**config.mk**
```make
export PLATFORM = sky130hd
export DESIGN_NAME = mips_muldiv_flat
export DESIGN_NICKNAME = d
export VERILOG_FILES = /design/src/rtl/mips_muldiv_if.sv /design/src/rtl/mips_muldiv.sv /design/src/flat_wrapper.sv
export SDC_FILE = /design/constraint.sdc
export NUM_CORES = 1
export LEC_CHECK = 0
export BUFFER_PORTS_ARGS = -buffer_cell sky130_fd_sc_hd__buf_4
export CORE_ASPECT_RATIO = 1.5
export CORE_MARGIN = 2
export CORE_UTILIZATION = 30
export CTS_CLUSTER_DIAMETER = 60
export DETAILED_ROUTE_END_ITERATION = 7
export PLACE_DENSITY = 0.51
export SLEW_MARGIN = 10
export SYNTH_ARGS = -nofsm -noshare
export SYNTH_HDL_FRONTEND = slang
export SYNTH_SLANG_ARGS = --single-unit
```
**constraint.sdc**
```tcl
create_clock -name clk -period 10.45 [get_ports clk]
set_clock_uncertainty 0.15 [all_clocks]
set_input_delay 2.09 -clock clk [delete_from_list [all_inputs] [get_ports clk]]
set_output_delay 2.09 -clock clk [all_outputs]
set_load 0.005 [all_outputs]
```
**src/rtl/mips_muldiv_if.sv**
```systemverilog
// rtl/mips_muldiv_if.sv - issue/result bundle between the controller and the mul/div unit
interface mips_muldiv_if #(
   parameter int WIDTH = 32
);
   logic             start;
   logic [2:0]       op;
   logic [WIDTH-1:0] a;
   logic [WIDTH-1:0] b;
   logic             busy;
   logic             done;
   logic             divzero;
   logic [WIDTH-1:0] hi;
   logic [WIDTH-1:0] lo;

   modport master (
      output start, op, a, b,
      input  busy, done, divzero, hi, lo
   );

   modport slave (
      input  start, op, a, b,
      output busy, done, divzero, hi, lo
   );
endinterface

```
**src/rtl/mips_muldiv.sv**
```systemverilog
// rtl/mips_muldiv.sv - iterative radix-2 multiply/divide unit with HI/LO registers
module mips_muldiv #(
   parameter int WIDTH = 32,
   parameter int CW    = $clog2(WIDTH)
) (
   input logic          clk,
   input logic          reset,
   mips_muldiv_if.slave bus
);
   typedef enum logic [1:0] {IDLE, CALC, FIX} state_t;

   state_t             state_q, state_d;
   logic [CW-1:0]      cnt_q, cnt_d;
   logic [2*WIDTH-1:0] acc_q, acc_d;
   logic [WIDTH-1:0]   opnd_q, opnd_d;
   logic               is_div_q, is_div_d;
   logic               neg_lo_q, neg_lo_d;
   logic               neg_hi_q, neg_hi_d;
   logic [WIDTH-1:0]   hi_q, hi_d;
   logic [WIDTH-1:0]   lo_q, lo_d;
   logic               done_q, done_d;
   logic               dz_q, dz_d;

   logic               signed_op, a_neg, b_neg;
   logic [WIDTH-1:0]   a_mag, b_mag;
   logic [WIDTH:0]     mul_sum, div_trial;
   logic [2*WIDTH-1:0] mul_next, div_next, prod;
   logic [WIDTH-1:0]   quot, rem;

   assign signed_op = ~bus.op[0];
   assign a_neg     = signed_op & bus.a[WIDTH-1];
   assign b_neg     = signed_op & bus.b[WIDTH-1];
   assign a_mag     = a_neg ? -bus.a : bus.a;
   assign b_mag     = b_neg ? -bus.b : bus.b;

   // Multiply: accumulator is {partial product, remaining multiplier bits}; the carry shifts in.
   assign mul_sum  = {1'b0, acc_q[2*WIDTH-1:WIDTH]} + (acc_q[0] ? {1'b0, opnd_q} : {(WIDTH+1){1'b0}});
   assign mul_next = {mul_sum, acc_q[WIDTH-1:1]};

   // Divide: accumulator is {partial remainder, dividend bits / quotient bits}.
   assign div_trial = acc_q[2*WIDTH-1:WIDTH-1] - {1'b0, opnd_q};
   assign div_next  = div_trial[WIDTH] ? {acc_q[2*WIDTH-2:0], 1'b0}
                                       : {div_trial[WIDTH-1:0], acc_q[WIDTH-2:0], 1'b1};

   assign prod = neg_lo_q ? -acc_q : acc_q;
   assign quot = neg_lo_q ? -acc_q[WIDTH-1:0] : acc_q[WIDTH-1:0];
   assign rem  = neg_hi_q ? -acc_q[2*WIDTH-1:WIDTH] : acc_q[2*WIDTH-1:WIDTH];

   always_comb begin
      state_d  = state_q;
      cnt_d    = cnt_q;
      acc_d    = acc_q;
      opnd_d   = opnd_q;
      is_div_d = is_div_q;
      neg_lo_d = neg_lo_q;
      neg_hi_d = neg_hi_q;
      hi_d     = hi_q;
      lo_d     = lo_q;
      done_d   = 1'b0;
      dz_d     = 1'b0;
      case (state_q)
         IDLE: begin
            if (bus.start) begin
               case (bus.op)
                  3'b100: hi_d = bus.a;
                  3'b101: lo_d = bus.a;
                  3'b000, 3'b001: begin
                     acc_d    = {{WIDTH{1'b0}}, b_mag};
                     opnd_d   = a_mag;
                     is_div_d = 1'b0;
                     neg_lo_d = a_neg ^ b_neg;
                     neg_hi_d = 1'b0;
                     cnt_d    = CW'(WIDTH - 1);
                     state_d  = CALC;
                  end
                  3'b010, 3'b011: begin
                     if (bus.b == '0) begin
                        done_d = 1'b1;
                        dz_d   = 1'b1;
                     end else begin
                        acc_d    = {{WIDTH{1'b0}}, a_mag};
                        opnd_d   = b_mag;
                        is_div_d = 1'b1;
                        neg_lo_d = a_neg ^ b_neg;
                        neg_hi_d = a_neg;
                        cnt_d    = CW'(WIDTH - 1);
                        state_d  = CALC;
                     end
                  end
                  default: ;
               endcase
            end
         end
         CALC: begin
            acc_d = is_div_q ? div_next : mul_next;
            if (cnt_q == '0) state_d = FIX;
            else             cnt_d   = cnt_q - CW'(1);
         end
         FIX: begin
            if (is_div_q) begin
               hi_d = rem;
               lo_d = quot;
            end else begin
               hi_d = prod[2*WIDTH-1:WIDTH];
               lo_d = prod[WIDTH-1:0];
            end
            done_d  = 1'b1;
            state_d = IDLE;
         end
         default: state_d = IDLE;
      endcase
   end

   always_ff @(posedge clk) begin
      if (reset) begin
         state_q  <= IDLE;
         cnt_q    <= '0;
         acc_q    <= '0;
         opnd_q   <= '0;
         is_div_q <= 1'b0;
         neg_lo_q <= 1'b0;
         neg_hi_q <= 1'b0;
         hi_q     <= '0;
         lo_q     <= '0;
         done_q   <= 1'b0;
         dz_q     <= 1'b0;
      end else begin
         state_q  <= state_d;
         cnt_q    <= cnt_d;
         acc_q    <= acc_d;
         opnd_q   <= opnd_d;
         is_div_q <= is_div_d;
         neg_lo_q <= neg_lo_d;
         neg_hi_q <= neg_hi_d;
         hi_q     <= hi_d;
         lo_q     <= lo_d;
         done_q   <= done_d;
         dz_q     <= dz_d;
      end
   end

   assign bus.busy    = (state_q != IDLE);
   assign bus.done    = done_q;
   assign bus.divzero = dz_q;
   assign bus.hi      = hi_q;
   assign bus.lo      = lo_q;
endmodule

```
**src/flat_wrapper.sv**
```systemverilog
// flat-port wrapper written by rule: the top's interface ports become plain ports
module mips_muldiv_flat 
#(
   parameter int WIDTH = 32,
   parameter int CW    = $clog2(WIDTH)
)
  (clk, reset, bus_start, bus_op, bus_a, bus_b, bus_busy, bus_done, bus_divzero, bus_hi, bus_lo);
  mips_muldiv_if #(.WIDTH(WIDTH)) bus_i ();
  input logic clk;
  input logic reset;
  input wire logic [$bits(bus_i.start)-1:0] bus_start;
  input wire logic [$bits(bus_i.op)-1:0] bus_op;
  input wire logic [$bits(bus_i.a)-1:0] bus_a;
  input wire logic [$bits(bus_i.b)-1:0] bus_b;
  output wire logic [$bits(bus_i.busy)-1:0] bus_busy;
  output wire logic [$bits(bus_i.done)-1:0] bus_done;
  output wire logic [$bits(bus_i.divzero)-1:0] bus_divzero;
  output wire logic [$bits(bus_i.hi)-1:0] bus_hi;
  output wire logic [$bits(bus_i.lo)-1:0] bus_lo;
  assign bus_i.start = bus_start;
  assign bus_i.op = bus_op;
  assign bus_i.a = bus_a;
  assign bus_i.b = bus_b;
  assign bus_busy = bus_i.busy;
  assign bus_done = bus_i.done;
  assign bus_divzero = bus_i.divzero;
  assign bus_hi = bus_i.hi;
  assign bus_lo = bus_i.lo;
  mips_muldiv #(.WIDTH(WIDTH), .CW(CW)) u_core (.clk(clk), .reset(reset), .bus(bus_i));
endmodule
```
# == Yosys cells after proc, flatten, opt, wreduce, memory -nomap -nowiden ==
# Cells that the tools add are included.
# classes
addsub,8
eq_ne,15
mux,42
reduce_logical,17
bitwise,5
# ops
operator,n
32-bit two-way mux,12
64-bit two-way mux,5
64-bit one-hot mux with 2 select lines,2
32-bit one-hot mux with 2 select lines,3
32-bit negator,4
64-bit negator,1
32-bit by 33-bit adder with 33-bit output,1
33-bit by 32-bit subtractor with 33-bit output,1
32-bit zero test,1
5-bit one-hot mux with 2 select lines,2
5-bit two-way mux,3
4-bit AND reduction,3
"2-bit inequality test, second input constant",5
1-bit one-hot mux with 2 select lines,4
2-bit one-hot mux with 2 select lines,2
2-bit nonzero test,4
"3-bit by 2-bit == test with 1-bit output, second input constant",2
"3-bit == test, second input constant",2
1-bit two-way mux,6
2-bit two-way mux,3
"3-bit inequality test, second input constant",2
3-bit AND reduction,2
2-bit OR reduction,3
5-bit zero test,1
11 further kinds,13
# totals
output_inout_bits,67
input_bits,70
register_bits,172
wordCells,98

# == Depth between registers and ports, before layout ==
# Gate-level depths: netlist of run 1.
# logic_depth
depth_word,7
mapped_depth,15
mapped_depth_nobuf,13

# == Least setup slack after synthesis of run 1 ==
# Ideal clock, no wire load.
# synth_path
path_kind,input to register
start,input bus_b[4]
end,register u_core.opnd_q[15]
setup_ps,143
required_ps,10157
arrival_ps,4563
n_path_buf,4
path_slack_ps,5594
path_stages,10
cell_sequence,or4_4 or4_1 or4_4 buf_6 o31a_1 buf_6 nand2_8 buf_12 buf_4 a211oi_1
# synth_via
elab_chain_len,4
elab_cells_between_ends,7
classes_between,add/sub (1); eq/ne (1); mux (3); reduce/logical (2)
# synth_rtl
item,line,source
"start, declared",flat_wrapper.sv:14,input wire logic [$bits(bus_i.b)-1:0] bus_b;
32-bit negator,mips_muldiv.sv:34,assign b_mag = b_neg ? -bus.b : bus.b;
32-bit two-way mux,mips_muldiv.sv:34,
32-bit two-way mux,mips_muldiv.sv:77,if (bus.b == '0) begin
32-bit one-hot mux with 2 select lines,mips_muldiv.sv:64,case (bus.op)
"end signal, assigned",mips_muldiv.sv:131,opnd_q <= opnd_d;
"end, declared",mips_muldiv.sv:15,"logic [WIDTH-1:0] opnd_q, opnd_d;"
# Several ways; a longest one is shown, not always the timed one. The select of a mux whose other input is x is not followed.
# A chain may end at the register's enable or synchronous reset.

# == Worst setup path after layout of run 1 ==
# layout_path
start,input bus_b[4]
end,register u_core.acc_q[57]
# layout_via
elab_chain_len,3
# layout_rtl
item,line,source
32-bit zero test,mips_muldiv.sv:77,
3-bit inequality test (no line),n/a,
4-bit AND reduction (no line),n/a,
"end signal, assigned",mips_muldiv.sv:118,acc_q <= '0;
"end signal, assigned",mips_muldiv.sv:130,acc_q <= acc_d;
"end, declared",mips_muldiv.sv:14,"logic [2*WIDTH-1:0] acc_q, acc_d;"
# No other way between the ends.

==> results of run 1 <==
cell type report:
class | instances | area share
tap | 663 | 0.0491
sequential | 172 | 0.204
timing repair buffer | 161 | 0.0715
inverter | 69 | 0.0153
clock inverter | 15 | 0.00918
multi-input combinational | 1613 | 0.626
clock buffer | 17 | 0.0252
stage by stage:
step | utilization | instance area [um^2] | instances | setup slack, ns
after floorplan | - | 14900 | 1991 | 5.59
after global placement | 0.331 | 16300 | 2678 | 4.60
after detailed placement | 0.331 | 16300 | 2678 | 4.62
after CTS | 0.343 | 16900 | 2710 | 5.10
after global routing | 0.343 | 16900 | 2710 | 4.89
final | 0.343 | 16900 | 2710 | 5.09
worst paths after layout:
kind         cells past startpoint               end
max reg2reg                     13  u_core.acc_q[58]
min                              2  u_core.opnd_q[9]
min reg2reg                      2  u_core.opnd_q[9]
max                             10  u_core.acc_q[57]
worst register-to-register path, cell delays in order, from the launching register on:
cell and delay [ns]:
dfxtp_1 0.69, inv_1 0.15, buf_4 0.28, nor2_1 0.18, ha_1 0.30, a21o_1 0.19
a21o_1 0.19, a32oi_1 0.41, nand2_1 0.18, a211oi_1 0.61, o21ai_0 0.29, a31oi_1 0.28
mux2i_1 0.11, a211o_1 0.23
state kept, by name, summed over array words and instances, names as in the netlist:
register            cells
u_core.acc_q           64
u_core.bus.hi          32
u_core.bus.lo          32
u_core.opnd_q          32
u_core.cnt_q            5
u_core.state_q          2
u_core.bus.divzero      1
u_core.bus.done         1
u_core.is_div_q         1
u_core.neg_hi_q         1
u_core.neg_lo_q         1
where the power goes:
group	internal (mW)	switching, mW	total (mW)
logic	0.253	0.436	0.690
clock network	0.337	0.327	0.664
registers	0.704	0.0620	0.766
routing by layer:
layer,track usage,up-vias,share of wire
met3,0.0204,190,0.032
met2,0.442,533,0.52
met5,0,-,0
met1,0.247,7470,0.35
met4,0.220,0,0.10
li1,-,7378,-
cell usage after synthesis, drive strengths merged, types with 7 or more instances:
cell type / n / area share
nor4: 13 / 0.0059
o221ai: 21 / 0.012
nand3: 44 / 0.015
nand4: 8 / 0.0034
or3: 14 / 0.0059
clkbuf: 95 / 0.024
o21ai: 134 / 0.045
a211o: 7 / 0.0041
inv: 67 / 0.017
a221oi: 8 / 0.0051
and3: 15 / 0.0063
buf: 42 / 0.018
nor3: 55 / 0.019
nor2: 260 / 0.068
o41ai: 12 / 0.0071
xnor2: 100 / 0.059
o22ai: 10 / 0.0042
nand2b: 18 / 0.0076
a21oi: 160 / 0.054
xor2: 62 / 0.036
o31ai: 23 / 0.013
or4: 17 / 0.0096
nor2b: 18 / 0.0076
o21a: 13 / 0.0066
a21o: 40 / 0.020
a2111oi: 16 / 0.0094
dfxtp: 172 / 0.23
a211oi: 86 / 0.048
a22oi: 16 / 0.0081
mux2: 7 / 0.0053
ha: 70 / 0.059
o211ai: 31 / 0.016
nand2: 153 / 0.040
mux2i: 67 / 0.045
a31oi: 25 / 0.011
cells by family after synthesis:
kind of cell               synth area share
AOI/OAI and AO/OA                     0.295
and+or+nand+nor                       0.207
buffers and inverters                0.0596
DFF                                   0.231
xor gates and xnor gates             0.0953
muxes                                0.0504
adders and majority gates            0.0615
==> flow_summary_export.csv, run 1 <==
group,metric,value,unit
critical_path,path_buf_inv,1,
critical_path,crit_fanout,44,
floorplanning,die_w,186,um
job,cap_violations,0,
power,power,2.12,mW
drt,totalWireLength,64100,um
yosys,synth.distinct_cells,86,
layout,antenna_cells,0,
floorplanning,die-area,0.0514,mm^2
critical_path,cp-start-kind,"input pin",
drt,wire_per_inst,23.7,um
layout,final_common_cell,"nor2_1",
sta,tightestPinTransition,1.13,ns
yosys,ys_seq_elements,172,
power,vdd_ir_drop_max,0.000116,V
global_route,grt_usage,0.245,
critical_path,crit_chain,"buf_4, or4_4, or4_1, or4_4, o31a_2, nor2_8, nand2_1, nand2_1, a21oi_1, a22oi_1",
clock_tree,htreeDepth,4,
sta,tns,0,ns
floorplanning,start_util,0.302,
min_path,hold_path.class,"flip-flop to flip-flop",
critical_path,crit_arrival,5.60,ns
global_route,grt_max_degree,77,
sta,timing.final.crit_share,0.513,
yosys,synthArstFlopShare,0,
layout,fill_cells,5353,
yosys,mappedNetlistArea,0.0149,mm^2
global_route,grt_pass1_vias,15017,
drt,drc,0,
sta,setup_viol,0,
placement,port_buffers,136,
critical_path,cp-startpoint,"bus_b[4]",
drt,num_vias,15571,
critical_path,critPathMaxStageDelay,0.67,ns
clock_tree,cts_root_buf,"clkbuf_16",
layout,nNetsFinal,2176,
clock_tree,cts.sinks,172,
floorplanning,fp-row-count,100,
drt,dr.pass1.iters,7,
yosys,ys_seq_area_frac,0.231,
critical_path,r2r_setup_slack,6.11,ns
placement,gp_congestion,0.884,
yosys,ys_dominant_reg_cell,"dfxtp_1",
sta,rsz0062_at_grt,"false",
sta,holdWs,0.315,ns
critical_path,path_class,"input pin to flip-flop",
layout,mostFrequentLayoutCells,"252 x nor2_1, 171 x dfxtp_1, 161 x buf_4, 159 x a21oi_1, 151 x nand2_1",
sta,hold_viol_final,0,
global_route,grt-ovfl-total,0,
power,p_leak,6.68,nW
yosys,syn-num-nets,2133,
yosys,synth-edff-count,0,
clock_tree,clockBufferDepth,2,
critical_path,worstSetupEndpointType,"flip-flop",
clock_tree,ctsResizeCount,0,
clock_tree,numCtsBuffers,17,
critical_path,cp_top_family,"simple AND/OR/NAND/NOR gates",
layout,syn2layout_area_growth,13.6,%
sta,fmaxAchievable,0.186,GHz
drt,postRouteAntennaNets,0,
drt,drt_iter0_drc,1250,
outcome,status,"complete, no violations",
sta,slew-limit-headroom,0.243,
global_route,antenna_found_initial,0,
layout,seqCellArea,0.00344,mm^2
critical_path,r2r-start,"u_core.acc_q[0]",
clock_tree,cts_setup_buffers,0,
clock_tree,hold_buffers,0,
drt,routed_via_density,5.75,
sta,maxSlewViolCount,0,
clock_tree,cts_tree,"done",
layout,multi_input_comb_area,0.0106,mm^2
yosys,synth.avg_cell_area,7.48,um^2
global_route,grt_pass1_wl,93600,um
floorplanning,io_pins,137,
critical_path,cp_slowest_cell,"o31a_2",
floorplanning,coreArea,0.0493,mm^2
min_path,min_from,"u_core.opnd_q[9]",
sta,layout_min_cycle_time,5.36,ns
clock_tree,clkLatencyLatePin,0.46,ns
floorplanning,die_h,277,um
yosys,yosysWarnings,0,
layout,layout-drive-gt1-share,0.126,
yosys,syn_inst,1991,
clock_tree,cts.clk_slew.worst_paths,0.07,ns
critical_path,critPathRequiredTime,10.68,ns
power,pwr_density_cell,125,mW/mm^2
placement,dp_hpwl,50100,um
(Power assumes the default switching activity.)
==> inputs of run 2 (changes only) <==
- PLACE_DENSITY: 0.51 -> 0.53
- clock period: 10.45 -> 4.9 ns (I/O delays scaled with it)
==> flow_summary_export.csv, run 2 (synthesis gave the netlist of run 1 again) <==
group,metric,value,unit
layout,final_common_cell,"nor2_1",
layout,syn2layout_area_growth,14.6,%
critical_path,cp_slowest_cell,"o21ai_0",
placement,dp_hpwl,50800,um
clock_tree,cts.clk_slew.worst_paths,0.08,ns
critical_path,path_class,"flip-flop to flip-flop",
power,switchingPower,1.79,mW
sta,setup_viol,0,
placement,gp_congestion,0.941,
critical_path,crit_arrival,4.60,ns
clock_tree,cts_root_buf,"clkbuf_16",
clock_tree,clkLatencyLatePin,0.47,ns
power,vdd_ir_drop_max,0.000251,V
drt,totalWireLength,64200,um
min_path,hold_path.class,"flip-flop to flip-flop",
power,swShare,0.391,
power,pwr-share-clk,0.316,
global_route,grt_pass1_wl,93800,um
clock_tree,cts_setup_buffers,0,
floorplanning,die_h,277,um
floorplanning,die-area,0.0514,mm^2
clock_tree,cts.sinks,172,
power,combPwrFrac,0.329,
drt,num_vias,15803,
layout,nNetsFinal,2190,
placement,place_ws,0.519,ns
global_route,antenna_found_initial,0,
power,pwr_density_cell,268,mW/mm^2
critical_path,cp-start-kind,"flip-flop",
clock_tree,hold_buffers,0,
global_route,top_usage_layer,"met2",
sta,hold_viol_final,0,
drt,routed_via_density,5.80,
clock_tree,htreeDepth,4,
global_route,use_met2,0.444,
placement,port_buffers,136,
global_route,grt_usage,0.246,
global_route,grtUsageMet3,0.0217,
drt,wire_per_inst,23.6,um
critical_path,critPathRequiredTime,5.11,ns
critical_path,cp_common_cell,"o21ai_0",
sta,timing.final.crit_share,0.896,
power,intPower,2.78,mW
global_route,grt_use_met1,0.257,
job,cap_violations,0,
layout,antenna_cells,0,
critical_path,worstSetupEndpointType,"flip-flop",
global_route,grt_max_degree,94,
power,seqPwrFrac,0.355,
power,p_leak,6.78,nW
floorplanning,coreArea,0.0493,mm^2
sta,maxSlewViolCount,0,
floorplanning,io_pins,137,
sta,layout_min_cycle_time,4.39,ns
sta,rsz0062_at_grt,"false",
sta,slew-limit-headroom,0.319,
outcome,status,"complete, no violations",
drt,postRouteAntennaNets,0,
floorplanning,start_util,0.302,
floorplanning,die_w,186,um
critical_path,path_buf_inv,1,
sta,fmaxAchievable,0.228,GHz
layout,layout-drive-gt1-share,0.131,
critical_path,critPathMaxStageDelay,0.76,ns
sta,fin_ws,0.510,ns
critical_path,cp_top_family,"compound AO/OA/AOI/OAI gates",
drt,dr.pass1.iters,5,
clock_tree,cts_tree,"done",
clock_tree,clockBufferDepth,2,
global_route,grt_pass1_vias,15047,
clock_tree,numCtsBuffers,17,
clock_tree,ctsResizeCount,0,
critical_path,crit_chain,"inv_1, ha_1, fa_1, nand2b_1, a21oi_1, o211ai_1, o21ai_0, a31oi_1, a22o_1, o21ai_0, mux2i_1, a211o_1",
layout,top_register,"u_core.acc_q",
floorplanning,fp-row-count,100,
sta,tns,0,ns
critical_path,crit_fanout,5,
layout,mostFrequentLayoutCells,"253 x nor2_1, 173 x buf_4, 171 x dfxtp_1, 159 x a21oi_1, 151 x nand2_1",
drt,drt_iter0_drc,1227,
drt,drc,0,
global_route,grt-ovfl-total,0,
sta,tightestPinTransition,1.02,ns
layout,largest_reg_flops,64,
run 2: cell count changes in the layout (fill, tap and decap cells not counted), sizes merged:
| cell | delta |
|---|---|
| buf | +14 |
| clkinv | +3 |
| clkinvlp | -3 |
run 2: worst reg2reg max path, stage by stage, from the launching register on:
cell and delay, ns:
dfxtp_1 0.51, inv_1 0.17, ha_1 0.24, fa_1 0.41, nand2b_1 0.19, a21oi_1 0.35
o211ai_1 0.22, o21ai_0 0.76, a31oi_1 0.21, a22o_1 0.30, o21ai_0 0.33, mux2i_1 0.15
a211o_1 0.30
run 2: path summary, 6_finish.rpt:
| path | depth (start not counted) | to | slack (ns) | start |
|---|---|---|---|---|
| worst max register to register | 12 | u_core.acc_q[58] | 0.51 | u_core.acc_q[31] |
| worst min register to register | 2 | u_core.opnd_q[9] | 0.32 | u_core.opnd_q[9] |
| worst min-delay path | 2 | u_core.opnd_q[9] | 0.32 | u_core.opnd_q[9] |
| worst max-delay path | 12 | u_core.acc_q[58] | 0.51 | u_core.acc_q[31] |
run 2: layout make-up:
| class | count | area [um^2] |
|---|---|---|
| Fill cell | 5363 | 32200 |
| Multi-Input combinational cell | 1613 | 10600 |
| Sequential cell | 172 | 3440 |
| Timing Repair Buffer | 175 | 1340 |
| Tap cell | 663 | 830 |
| Clock buffer | 17 | 425 |
| Inverter | 69 | 259 |
| Clock inverter | 15 | 175 |
run 2: power by group through the flow:
stage | Clock [mW] | Sequential (mW) | Combinational (mW)
after CTS | 1.46 | 1.62 | 1.49
after floorplan | 0 | 1.60 | 1.01
after global routing | 1.51 | 1.64 | 1.62
after global placement | 0 | 1.65 | 1.47
after detailed placement | 0 | 1.65 | 1.48
final | 1.45 | 1.63 | 1.50
run 2: per-layer routing:
metal | vias to the layer above | part of all wire
met4 | 0 | 0.091
li1 | 7404 | -
met2 | 600 | 0.52
met1 | 7593 | 0.35
met5 | - | 0
met3 | 206 | 0.038
run 2: per-stage QoR:
stage,utilization,cells,cell area (um^2),total power [mW],hold slack [ns]
6_report,0.346,2724,17100,4.57,0.318
5_1_grt,0.346,2724,17100,4.76,0.343
4_1_cts,0.346,2724,17100,4.57,0.316
3_5_place_dp,0.334,2692,16400,3.14,0.306
3_3_place_gp,0.334,2692,16400,3.12,0.300
2_1_floorplan,-,1991,14900,2.61,0.282
